`src/rtl/serial_subtractor_5.sv`:
```
// Bit-serial unsigned subtractor, LSB first, one bit per clock.
// Produces a - b mod 2^WIDTH and the final borrow.
module serial_subtractor_5 #(
  parameter int WIDTH = 5
) (
  input  logic             clk,
  input  logic             reset,
  input  logic             start,
  input  logic [WIDTH-1:0] a,
  input  logic [WIDTH-1:0] b,
  output logic             busy,
  output logic             done,
  output logic [WIDTH-1:0] diff,
  output logic             borrowOut
);

  localparam int CW = (WIDTH > 1) ? $clog2(WIDTH) : 1;

  typedef enum logic [1:0] {
    IDLE,
    RUN,
    DONE
  } state_t;

  state_t           state_q, state_d;
  logic [WIDTH-1:0] a_q, a_d;
  logic [WIDTH-1:0] b_q, b_d;
  logic [WIDTH-1:0] res_q, res_d;
  logic             br_q, br_d;
  logic             bo_q, bo_d;
  logic [CW-1:0]    cnt_q, cnt_d;

  logic ai, bi, d_bit, br_nxt, last;

  assign ai     = a_q[0];
  assign bi     = b_q[0];
  assign d_bit  = ai ^ bi ^ br_q;
  assign br_nxt = (~ai & bi) | (~(ai ^ bi) & br_q);
  assign last   = (cnt_q == CW'(WIDTH - 1));

  always_comb begin
    state_d = state_q;
    a_d     = a_q;
    b_d     = b_q;
    res_d   = res_q;
    br_d    = br_q;
    bo_d    = bo_q;
    cnt_d   = cnt_q;
    unique case (state_q)
      IDLE: begin
        if (start) begin
          a_d     = a;
          b_d     = b;
          br_d    = 1'b0;
          cnt_d   = '0;
          state_d = RUN;
        end
      end
      RUN: begin
        res_d = {d_bit, res_q[WIDTH-1:1]};
        a_d   = a_q >> 1;
        b_d   = b_q >> 1;
        br_d  = br_nxt;
        cnt_d = cnt_q + 1'b1;
        if (last) begin
          bo_d    = br_nxt;
          state_d = DONE;
        end
      end
      DONE: begin
        state_d = IDLE;
      end
      default: begin
        state_d = IDLE;
      end
    endcase
  end

  always_ff @(posedge clk) begin
    if (reset) begin
      state_q <= IDLE;
      a_q     <= '0;
      b_q     <= '0;
      res_q   <= '0;
      br_q    <= 1'b0;
      bo_q    <= 1'b0;
      cnt_q   <= '0;
    end else begin
      state_q <= state_d;
      a_q     <= a_d;
      b_q     <= b_d;
      res_q   <= res_d;
      br_q    <= br_d;
      bo_q    <= bo_d;
      cnt_q   <= cnt_d;
    end
  end

  assign busy      = (state_q != IDLE);
  assign done      = (state_q == DONE);
  assign diff      = res_q;
  assign borrowOut = bo_q;

endmodule
```
`config.mk`:
```
export PLATFORM = sky130hd
export DESIGN_NAME = serial_subtractor_5
export DESIGN_NICKNAME = d
export VERILOG_FILES = /design/src/rtl/serial_subtractor_5.sv
export SDC_FILE = /design/constraint.sdc
export NUM_CORES = 1
export LEC_CHECK = 0
export BUFFER_PORTS_ARGS = -buffer_cell sky130_fd_sc_hd__buf_4
export CAP_MARGIN = 20
export CORE_UTILIZATION = 57
export DETAILED_ROUTE_END_ITERATION = 8
export PLACE_DENSITY = 0.86
export SETUP_SLACK_MARGIN = 0.1
export SLEW_MARGIN = 20
export SYNTH_ARGS = -nofsm -noshare
export SYNTH_HDL_FRONTEND = slang
export SYNTH_SLANG_ARGS = --single-unit
```
`constraint.sdc`:
```
create_clock -name clk -period 2.05 [get_ports clk]
set_input_delay 0.205 -clock clk [delete_from_list [all_inputs] [get_ports clk]]
set_output_delay 0.205 -clock clk [all_outputs]
set_load 0.05 [all_outputs]
```
==> summary.md, run 1 <==
| Metric | Value |
|---|---|
| Number of inserted diodes | `0` |
| Final setup viols | `0` |
| Routed Antenna Nets | `0` |
| Post-DP HPWL | `1530 um` |
| Final hold vios | `0` |
| FP Rows | `15` |
| Clock root buffer | `clkbuf_4` |
| Commonest non-fill, non-tap cell in the layout | `dfxtp_1` |
| Total Power | `0.000946 W` |
| Prevailing post-synth register cell | `dfxtp_1` |
| Worst r2r path cells | `3` |
| Drt wl/cell | `13.4 um` |
| Worst Path Required | `1.85 ns` |
| H-tree depth | `1` |
| # fillers | `149` |
| Post-cts repair resize count | `0` |
| Starting Density | `61.6%` |
| Total CTS buffers | `3` |
| FF+latch area | `440 sq um` |
| Grt total ovfl | `0` |
| Syn avg cell area | `9.37 sq um` |
| Initial DRC Count | `15` |
| Fraction of layout cells with a size suffix above 1 | `30.6%` |
| DR vias/cell | `5.38` |
| Area of placed instances | `1220 sq um` |
| Max-Cap Viols | `0` |
| Number of top-level pins | `21` |
| First-pass DRT Iterations | `5` |
| Routed wire length | `2130 um` |
| Async SR Flop Fraction | `0%` |
| Core area | `1760 sq um` |
| Final worst-path cycle share | `81.0%` |
| Vias in the first global route | `774` |
| Unrepaired setup endpoints after global routing | `no` |
| First-pass GRT wire length | `3300 um` |
| Tmin final | `1.66 ns` |
| LEAKAGE | `0.512 nW` |
| Port Buffer Count | `20` |
| Data arrival time of the worst path | `1.46 ns` |
| Synth unique cells | `31` |
| Reg2reg setup slack | `0.59 ns` |
| Max-slew violation count | `0` |
| Area Growth Syn to Fin | `17.4%` |
| Critical-path cell list | `nor2_1 -> inv_1 -> buf_4` |
| Commonest cells after routing, fill and taps aside | `22 x dfxtp_1, 21 x buf_4, 13 x nor2_1, 11 x nand2_1` |
| Hold Worst Slack | `0.162 ns` |
| Hold Buf Count CTS | `0` |
| DRC | `0` |
| Fin area | `1280 sq um` |
| Clock slew at reported path FFs | `0.12 ns` |
| Crit-path max cell delay | `0.73 ns` |
| Hold Path End | `b_q[4]` |
| Clk sink count | `22` |
| Via count | `855` |
| Max frequency | `602 MHz` |
| YS warnings | `0` |
| Nets@finish | `151` |
| Post-CTS Setup Repair Bufs | `0` |
| Post-synthesis register bit count | `22` |
| Initial antenna violation count | `0` |
| Mapped Nets | `132` |
| Die W | `45.7 um` |
| Hold wc startpoint | `b[4]` |
| Crit Path Class | `reg -> out` |
| Max VDD drop | `0.493 mV` |
| Status | `finished, final reports clean` |
| Startpoint types | `register` |
| Pin count of the biggest net entering global routing | `23` |
| Worst slew pin tran | `0.605 ns` |
| Reg-to-Reg Start | `state_q[1]` |
| Total global routing track utilization | `22.7%` |
| Slowest CP cell | `dfxtp_1` |
| Multi-input logic area | `576 sq um` |
| Setup TNS | `0 ns` |
| FF-to-FF End | `borrowOut` |
| Skew final | `0.00582 ns` |
| Sequential-to-total area share from yosys stat | `40.5%` |
| Skew-Pair Late Insertion Delay | `0.30 ns` |
| Post-synth EDFFs | `0` |
| Die Y | `45.7 um` |
| Hold Path Cell Cnt | `3` |
| CTS tree | `yes` |
| Crit path max fanout | `14` |
| Hold crit path type | `in -> reg` |
| Placer congestion estimate | `0.752` |
| Synth Cell Area | `1090 sq um` |
| Pwr per Cell Area | `741 nW/um^2` |
| Post-Syn Instances | `116` |
| Full die area | `2090 sq um` |
| Max_slew headroom | `59.6%` |
| CP Capture Type | `output port` |
| Clock Path Buffers | `2` |
## how the worst max path moves through the flow
stage                from  slack, ns     end
2_1_floorplan  state_q[1]       0.57    done
3_3_place_gp   state_q[0]       0.70  b_q[0]
3_5_place_dp   state_q[0]       0.67  b_q[0]
4_1_cts        state_q[1]       0.41    busy
5_1_grt        state_q[1]       0.31    busy
6_report       state_q[1]       0.39    busy
## per-stage QoR
step | util (%) | setup WS, ns | instances
after global placement | 69.4 | 0.696 | 155
after global routing | 72.3 | 0.309 | 159
after CTS | 72.3 | 0.412 | 159
after floorplan | - | 0.569 | 116
final | 72.3 | 0.389 | 159
after detailed placement | 69.4 | 0.669 | 155
## logic make-up (layout without fill, tap and decap cells)
kind of cell,count (synthesis),count (layout),share of synthesized area [%]
AND/OR/NAND/NOR,54,54,30.6
multiplexers,1,1,0.921
buffers and inverters,12,30,6.56
AO/OA/AOI/OAI,24,24,17.3
adder cells (fa/ha/maj),3,3,4.14
flip-flops,22,22,40.5
## per-layer routing
metal	GRT usage [%]	up-vias	share of wire, %
li1	-	431	-
met1	27.5	409	47
met2	38.9	13	50
met3	4.76	2	2.3
met4	9.09	0	0.99
met5	0	-	0
## worst max-delay path, delay by kind of cell, from the launching register on
family        cells  cell delay, ns
flops             1            0.73
buf+inv           2            0.27
simple gates      1            0.16
## where the power goes
part / total [W] / internal [W] / leakage, nW / switching [W]
clock: 0.000325 / 0.000198 / 0.0279 / 0.000128
combinational: 0.000156 / 0.0000698 / 0.304 / 0.0000860
sequential: 0.000465 / 0.000451 / 0.180 / 0.0000140
total: 0.000946 / 0.000718 / 0.512 / 0.000228
## layout make-up
type | instances | share of cell area (%)
clock buffer | 3 | 1.76
clock inverter | 1 | 2.35
inverter | 5 | 1.47
multi-input combinational | 82 | 45.1
sequential | 22 | 34.5
tap | 25 | 2.45
timing repair buffer | 21 | 12.4
## synth_stat cells (all sizes together), types with 2 or more instances
cell type,count,share of area [%]
a211oi,2,1.8
a21oi,13,7.7
a31oi,2,1.2
a32oi,2,1.6
buf,6,4.5
dfxtp,22,41
ha,2,2.3
inv,5,1.7
nand2,11,3.8
nand2b,6,3.5
nand3b,2,1.4
nor2,13,4.5
nor2b,3,2.0
nor3,7,6.0
or2b,3,2.1
or3b,8,6.4
## registers in the layout (all words and copies together) (netlist names)
signal	cells
a_q	5
b_q	5
diff	5
cnt_q	3
state_q	2
borrowOut	1
br_q	1
Power figures use the tool's default switching activity.
==> run 2: changes to the inputs <==
--- a/config.mk
+++ b/config.mk
@@ -7,9 +7,9 @@
 export LEC_CHECK = 0
 export BUFFER_PORTS_ARGS = -buffer_cell sky130_fd_sc_hd__buf_4
 export CAP_MARGIN = 20
-export CORE_UTILIZATION = 57
+export CORE_UTILIZATION = 53
 export DETAILED_ROUTE_END_ITERATION = 8
-export PLACE_DENSITY = 0.86
+export PLACE_DENSITY = 0.81
 export SETUP_SLACK_MARGIN = 0.1
 export SLEW_MARGIN = 20
 export SYNTH_ARGS = -nofsm -noshare
==> constraint.sdc (replaced) <==
create_clock -name clk -period 1.7 [get_ports clk]
set_input_delay 0.17 -clock clk [delete_from_list [all_inputs] [get_ports clk]]
set_output_delay 0.17 -clock clk [all_outputs]
set_load 0.05 [all_outputs]
==> run 2 against run 1 <==
Non-clock buffer count is 2 higher. Critical path type unchanged. Register-to-register slack worse by 0.24 ns. Via count is 0.12% lower. Count of clock-buffer cells in the layout stayed put. Power is 21% higher. Critical path depth stayed put. Largest power group unchanged. Highest routed layer unchanged. Final area is 1.4% higher. Core utilization is 5.7 points lower.
==> summary.md, run 2 (synthesis gave the netlist of run 1 again) <==
| Metric | Value |
|---|---|
| Worst Path Required | `1.53 ns` |
| Metal3 WL | `40 um` |
| Top layer in use | `met4` |
| Clock slew at reported path FFs | `0.12 ns` |
| Max VDD drop | `0.630 mV` |
| Post-CTS Setup Repair Bufs | `0` |
| Unrepaired setup endpoints after global routing | `no` |
| Initial DRC Count | `9` |
| Number of top-level pins | `21` |
| Logic pwr share | `16.6%` |
| Hold Worst Slack | `0.132 ns` |
| Fin util | `66.6%` |
| P_sw | `0.000273 W` |
| Initial antenna violation count | `0` |
| Tmin final | `1.48 ns` |
| Final worst slack | `0.217 ns` |
| Skew final | `0.00938 ns` |
| Max_slew headroom | `72.8%` |
| Total Power | `0.00114 W` |
| Port Buffer Count | `20` |
| CP Capture Type | `output port` |
| Status | `finished, final reports clean` |
| Number of inserted diodes | `0` |
| Fraction of layout cells with a size suffix above 1 | `31.6%` |
| Clock root buffer | `clkbuf_4` |
| Clock Path Buffers | `2` |
| Drt wl/cell | `12.1 um` |
| Vias in the first global route | `693` |
| Crit Path Class | `reg -> out` |
| Commonest non-fill, non-tap cell in the layout | `buf_4` |
| Int Power | `0.000868 W` |
| Wl on met1 | `892 um` |
| Sw Ratio | `23.9%` |
| Routed wl met2 | `1020 um` |
| Final worst-path cycle share | `87.2%` |
| Die Y | `47.3 um` |
| Setup TNS | `0 ns` |
| Hold Buf Count CTS | `0` |
| Routed Antenna Nets | `0` |
| LEAKAGE | `0.522 nW` |
| First-pass GRT wire length | `3060 um` |
| Routed wire length | `1970 um` |
| Part of the power in registers | `48.9%` |
| Max-slew violation count | `0` |
| Post-cts repair resize count | `0` |
| First-pass DRT Iterations | `4` |
| H-tree depth | `1` |
| Total global routing track utilization | `19.6%` |
| Pwr per Cell Area | `882 nW/um^2` |
| Commonest cells after routing, fill and taps aside | `23 x buf_4, 22 x dfxtp_1, 13 x nor2_1, 11 x nand2_1` |
| Reg2reg setup slack | `0.35 ns` |
| Startpoint types | `register` |
| Via count | `854` |
| Clk pwr share | `34.5%` |
| FP Rows | `16` |
| DP Worst Slack | `0.357 ns` |
| Worst slew pin tran | `0.407 ns` |
| Hold crit path type | `in -> reg` |
| Data arrival time of the worst path | `1.31 ns` |
| DR vias/cell | `5.24` |
| Grt total ovfl | `0` |
| Core area | `1940 sq um` |
| Nets@finish | `153` |
| Crit path max fanout | `10` |
| Skew-Pair Late Insertion Delay | `0.31 ns` |
| Post-DP HPWL | `1430 um` |
| Max frequency | `674 MHz` |
| CTS tree | `yes` |
| Final hold vios | `0` |
| Final setup viols | `0` |
| Placer congestion estimate | `0.715` |
| Starting Density | `56.0%` |
| Max-Cap Viols | `0` |
| Clk sink count | `22` |
| Pin count of the biggest net entering global routing | `23` |
| Area Growth Syn to Fin | `19.0%` |
| Total CTS buffers | `3` |
| DRC | `0` |
| Die W | `47.3 um` |
| Full die area | `2240 sq um` |
[run 2: cell count changes in the layout (fill, tap and decap cells not counted), sizes merged]
cell | before | now
buf | 21 | 23
[run 2: metal layers]
metal | vias to the layer above | global-route usage [%]
met1 | 403 | 27.4
met3 | 4 | 2.31
li1 | 435 | -
met2 | 12 | 31.0
met5 | - | 0
met4 | 0 | 6.86
[run 2: layout make-up]
| type | instances | area (sq um) |
|---|---|---|
| Fill cell | 157 | 648 |
| Inverter | 5 | 18.8 |
| Timing Repair Buffer | 23 | 173 |
| Clock inverter | 1 | 30.0 |
| Clock buffer | 3 | 22.5 |
| Sequential cell | 22 | 440 |
| Tap cell | 27 | 33.8 |
| Multi-Input combinational cell | 82 | 576 |
[run 2: through the flow]
step	cells	area (sq um)
final	163	1290
after global routing	163	1290
after CTS	163	1290
after detailed placement	159	1240
after global placement	159	1240
after floorplan	116	1090
[run 2: power by group through the flow]
stage,clock network (W),registers [W],logic [W]
5_1_grt,0.000423,0.000562,0.000209
4_1_cts,0.000406,0.000558,0.000191
3_3_place_gp,0,0.000568,0.000184
2_1_floorplan,0,0.000578,0.000134
3_5_place_dp,0,0.000570,0.000190
6_report,0.000393,0.000558,0.000190
[run 2: critical path, cell delays in order (launching register included)]
cell     delay (ns)
dfxtp_1        0.59
nor2_1         0.14
inv_1          0.08
buf_4          0.19
[run 2: worst paths after layout]
path | startpoint | end | cells after the start
hold reg to reg | diff[0] | diff[0] | 2
hold / removal | a[4] | a_q[4] | 3
setup / recovery | state_q[1] | busy | 3
setup reg to reg | state_q[0] | state_q[1] | 4
==> run 3: changes to the inputs <==
--- a/config.mk
+++ b/config.mk
@@ -5,11 +5,12 @@
 export SDC_FILE = /design/constraint.sdc
 export NUM_CORES = 1
 export LEC_CHECK = 0
+export ABC_AREA = 1
 export BUFFER_PORTS_ARGS = -buffer_cell sky130_fd_sc_hd__buf_4
 export CAP_MARGIN = 20
-export CORE_UTILIZATION = 53
+export CORE_UTILIZATION = 52
 export DETAILED_ROUTE_END_ITERATION = 8
-export PLACE_DENSITY = 0.81
+export PLACE_DENSITY = 0.8
 export SETUP_SLACK_MARGIN = 0.1
 export SLEW_MARGIN = 20
 export SYNTH_ARGS = -nofsm -noshare
==> run 3 against run 2 <==
Hold slack got worse by 0.11 ns. Non-clock buffer count decreased by 1. Fmax increased by 3.6%.
==> summary.md, run 3 <==
| Metric | Value |
|---|---|
| Status | `finished, final reports clean` |
| Total global routing track utilization | `21.3%` |
| Fin util | `68.0%` |
| Commonest non-fill, non-tap cell in the layout | `nand2_1` |
| Syn avg cell area | `6.65 sq um` |
| Worst r2r path cells | `4` |
| Drt wl/cell | `9.97 um` |
| YS warnings | `0` |
| FF+latch area | `440 sq um` |
| Number of top-level pins | `21` |
| FF-to-FF End | `b_q[0]` |
| Clk sink count | `22` |
| Max VDD drop | `0.712 mV` |
| Initial DRC Count | `11` |
| Max-Cap Viols | `0` |
| Placer congestion estimate | `0.743` |
| Commonest cells after routing, fill and taps aside | `42 x nand2_1, 27 x nor2_1, 27 x inv_1, 22 x dfxtp_1, 22 x buf_4` |
| Crit path launch | `state_q[0]` |
| Post-Syn Instances | `157` |
| Worst Path Required | `1.91 ns` |
| Clock Path Buffers | `2` |
| Reg2reg setup slack | `0.27 ns` |
| Worst slew pin tran | `0.834 ns` |
| Top-count cell post-synth | `nand2_1` |
| Area leader, netlist | `dfxtp_1` |
| Post-cts repair resize count | `0` |
| Skew final | `0.00683 ns` |
| Data arrival time of the worst path | `1.65 ns` |
| H-tree depth | `1` |
| DRC | `0` |
| Clock slew at reported path FFs | `0.12 ns` |
| Cell Count Post-Placement | `198` |
| Max_slew headroom | `44.4%` |
| Multi-input logic area | `457 sq um` |
| Max frequency | `699 MHz` |
| Fraction of layout cells with a size suffix above 1 | `17.0%` |
| FP Rows | `15` |
| Number of inserted diodes | `0` |
| Setup TNS | `0 ns` |
| CP Capture Type | `register` |
| Synth unique cells | `19` |
| Post-synth EDFFs | `0` |
| Port Buffer Count | `20` |
| Final setup viols | `0` |
| Post-synthesis register bit count | `22` |
| Critical path endpoint | `b_q[0]` |
| LEAKAGE | `0.621 nW` |
| Post-CTS Setup Repair Bufs | `0` |
| Max-slew violation count | `0` |
| Startpoint types | `register` |
| Nets@finish | `194` |
| Hold Worst Slack | `0.0173 ns` |
| Final worst-path cycle share | `84.2%` |
| # fillers | `170` |
| Ranking of synthesized cells by area | `dfxtp_1 42%, nand2_1 15%, inv_1 9.7%` |
| Core area | `1800 sq um` |
| Reg-to-Reg Start | `state_q[0]` |
| Area Growth Syn to Fin | `17.2%` |
| Die Y | `46.8 um` |
| Die W | `46.8 um` |
| Starting Density | `58.0%` |
| Pwr per Cell Area | `907 nW/um^2` |
| Synth top area share | `42.2%` |
| DR vias/cell | `4.64` |
| Pin count of the biggest net entering global routing | `22` |
| Hold crit path type | `in -> reg` |
| Final hold vios | `0` |
| Non-Filler Instances | `201` |
| Sequential-to-total area share from yosys stat | `42.2%` |
| Post-synth top cells | `42 x nand2_1, 27 x inv_1, 27 x nor2_1` |
| Post-DP HPWL | `1480 um` |
| Full die area | `2190 sq um` |
| Routed wire length | `2000 um` |
| Prevailing post-synth register cell | `dfxtp_1` |
| Total CTS buffers | `3` |
| Unrepaired setup endpoints after global routing | `no` |
| Tmin final | `1.43 ns` |
| First-pass DRT Iterations | `4` |
| Via count | `932` |
| First-pass GRT wire length | `3210 um` |
| Initial antenna violation count | `0` |
| Skew-Pair Late Insertion Delay | `0.30 ns` |
| Mapped Nets | `173` |
| Async SR Flop Fraction | `0%` |
| Crit path max fanout | `21` |
| Routed Antenna Nets | `0` |
| Synth Cell Area | `1040 sq um` |
| Clock root buffer | `clkbuf_4` |
| Crit Path Class | `reg -> reg` |
| Hold Buf Count CTS | `0` |
| Grt total ovfl | `0` |
| CTS tree | `yes` |
| Vias in the first global route | `764` |
## run 3: worst min path at each step
stage / slack (ns) / to / from / cells past startpoint
finish: 0.02 / cnt_q[1] / reset / 2
global route: 0.003 / cnt_q[1] / reset / 2
CTS: 0.01 / cnt_q[1] / reset / 2
detailed placement: 0.34 / cnt_q[1] / reset / 2
global placement: 0.34 / cnt_q[1] / reset / 2
floorplan: 0.24 / cnt_q[1] / reset / 1
## run 3: report_power, final
part / total (W) / switching, W / internal [W] / leakage, nW
clock network: 0.000230 / 0.000148 / 0.0000827 / 0.0138
logic: 0.000294 / 0.000189 / 0.000105 / 0.426
registers: 0.000587 / 0.0000254 / 0.000562 / 0.181
## run 3: per-layer routing
metal	routed length (um)	GRT usage (%)	share of wire, %	up-vias
met4	46	12.0	2.3	0
met3	57	2.31	2.8	4
met5	0	0	0	-
li1	-	-	-	509
met1	925	26.1	46	402
met2	973	36.1	49	17
## run 3: through the flow
step | instance area (sq um) | setup WS [ns] | total power [W]
after detailed placement | 1200 | 0.323 | 0.000894
after global placement | 1200 | 0.390 | 0.000882
after CTS | 1220 | 0.314 | 0.00112
after floorplan | 1040 | 0.346 | 0.000816
after global routing | 1220 | 0.163 | 0.00118
final | 1220 | 0.268 | 0.00111
## run 3: cells by family (layout without fill, tap and decap cells)
kind of cell / count (synthesis) / after routing / share of synthesized area (%)
buffers and inverters: 35 / 54 / 14.1
AND/OR/NAND/NOR: 78 / 78 / 29.9
adder cells (fa/ha/maj): 3 / 3 / 4.31
flip-flops: 22 / 22 / 42.2
AO/OA/AOI/OAI: 19 / 19 / 9.46
## run 3: layout make-up
type	instances	area share [%]
Sequential cell	22	36.0
Clock buffer	3	1.84
Timing Repair Buffer	22	13.5
Tap cell	25	2.55
Multi-Input combinational cell	100	37.3
Inverter	29	8.89
## run 3: critical path, cell delays in order, from the launching register on
cell and delay, ns:
dfxtp_1 0.38, o21ai_2 0.69, nand2_1 0.13, nand2_1 0.09, nor2_1 0.05
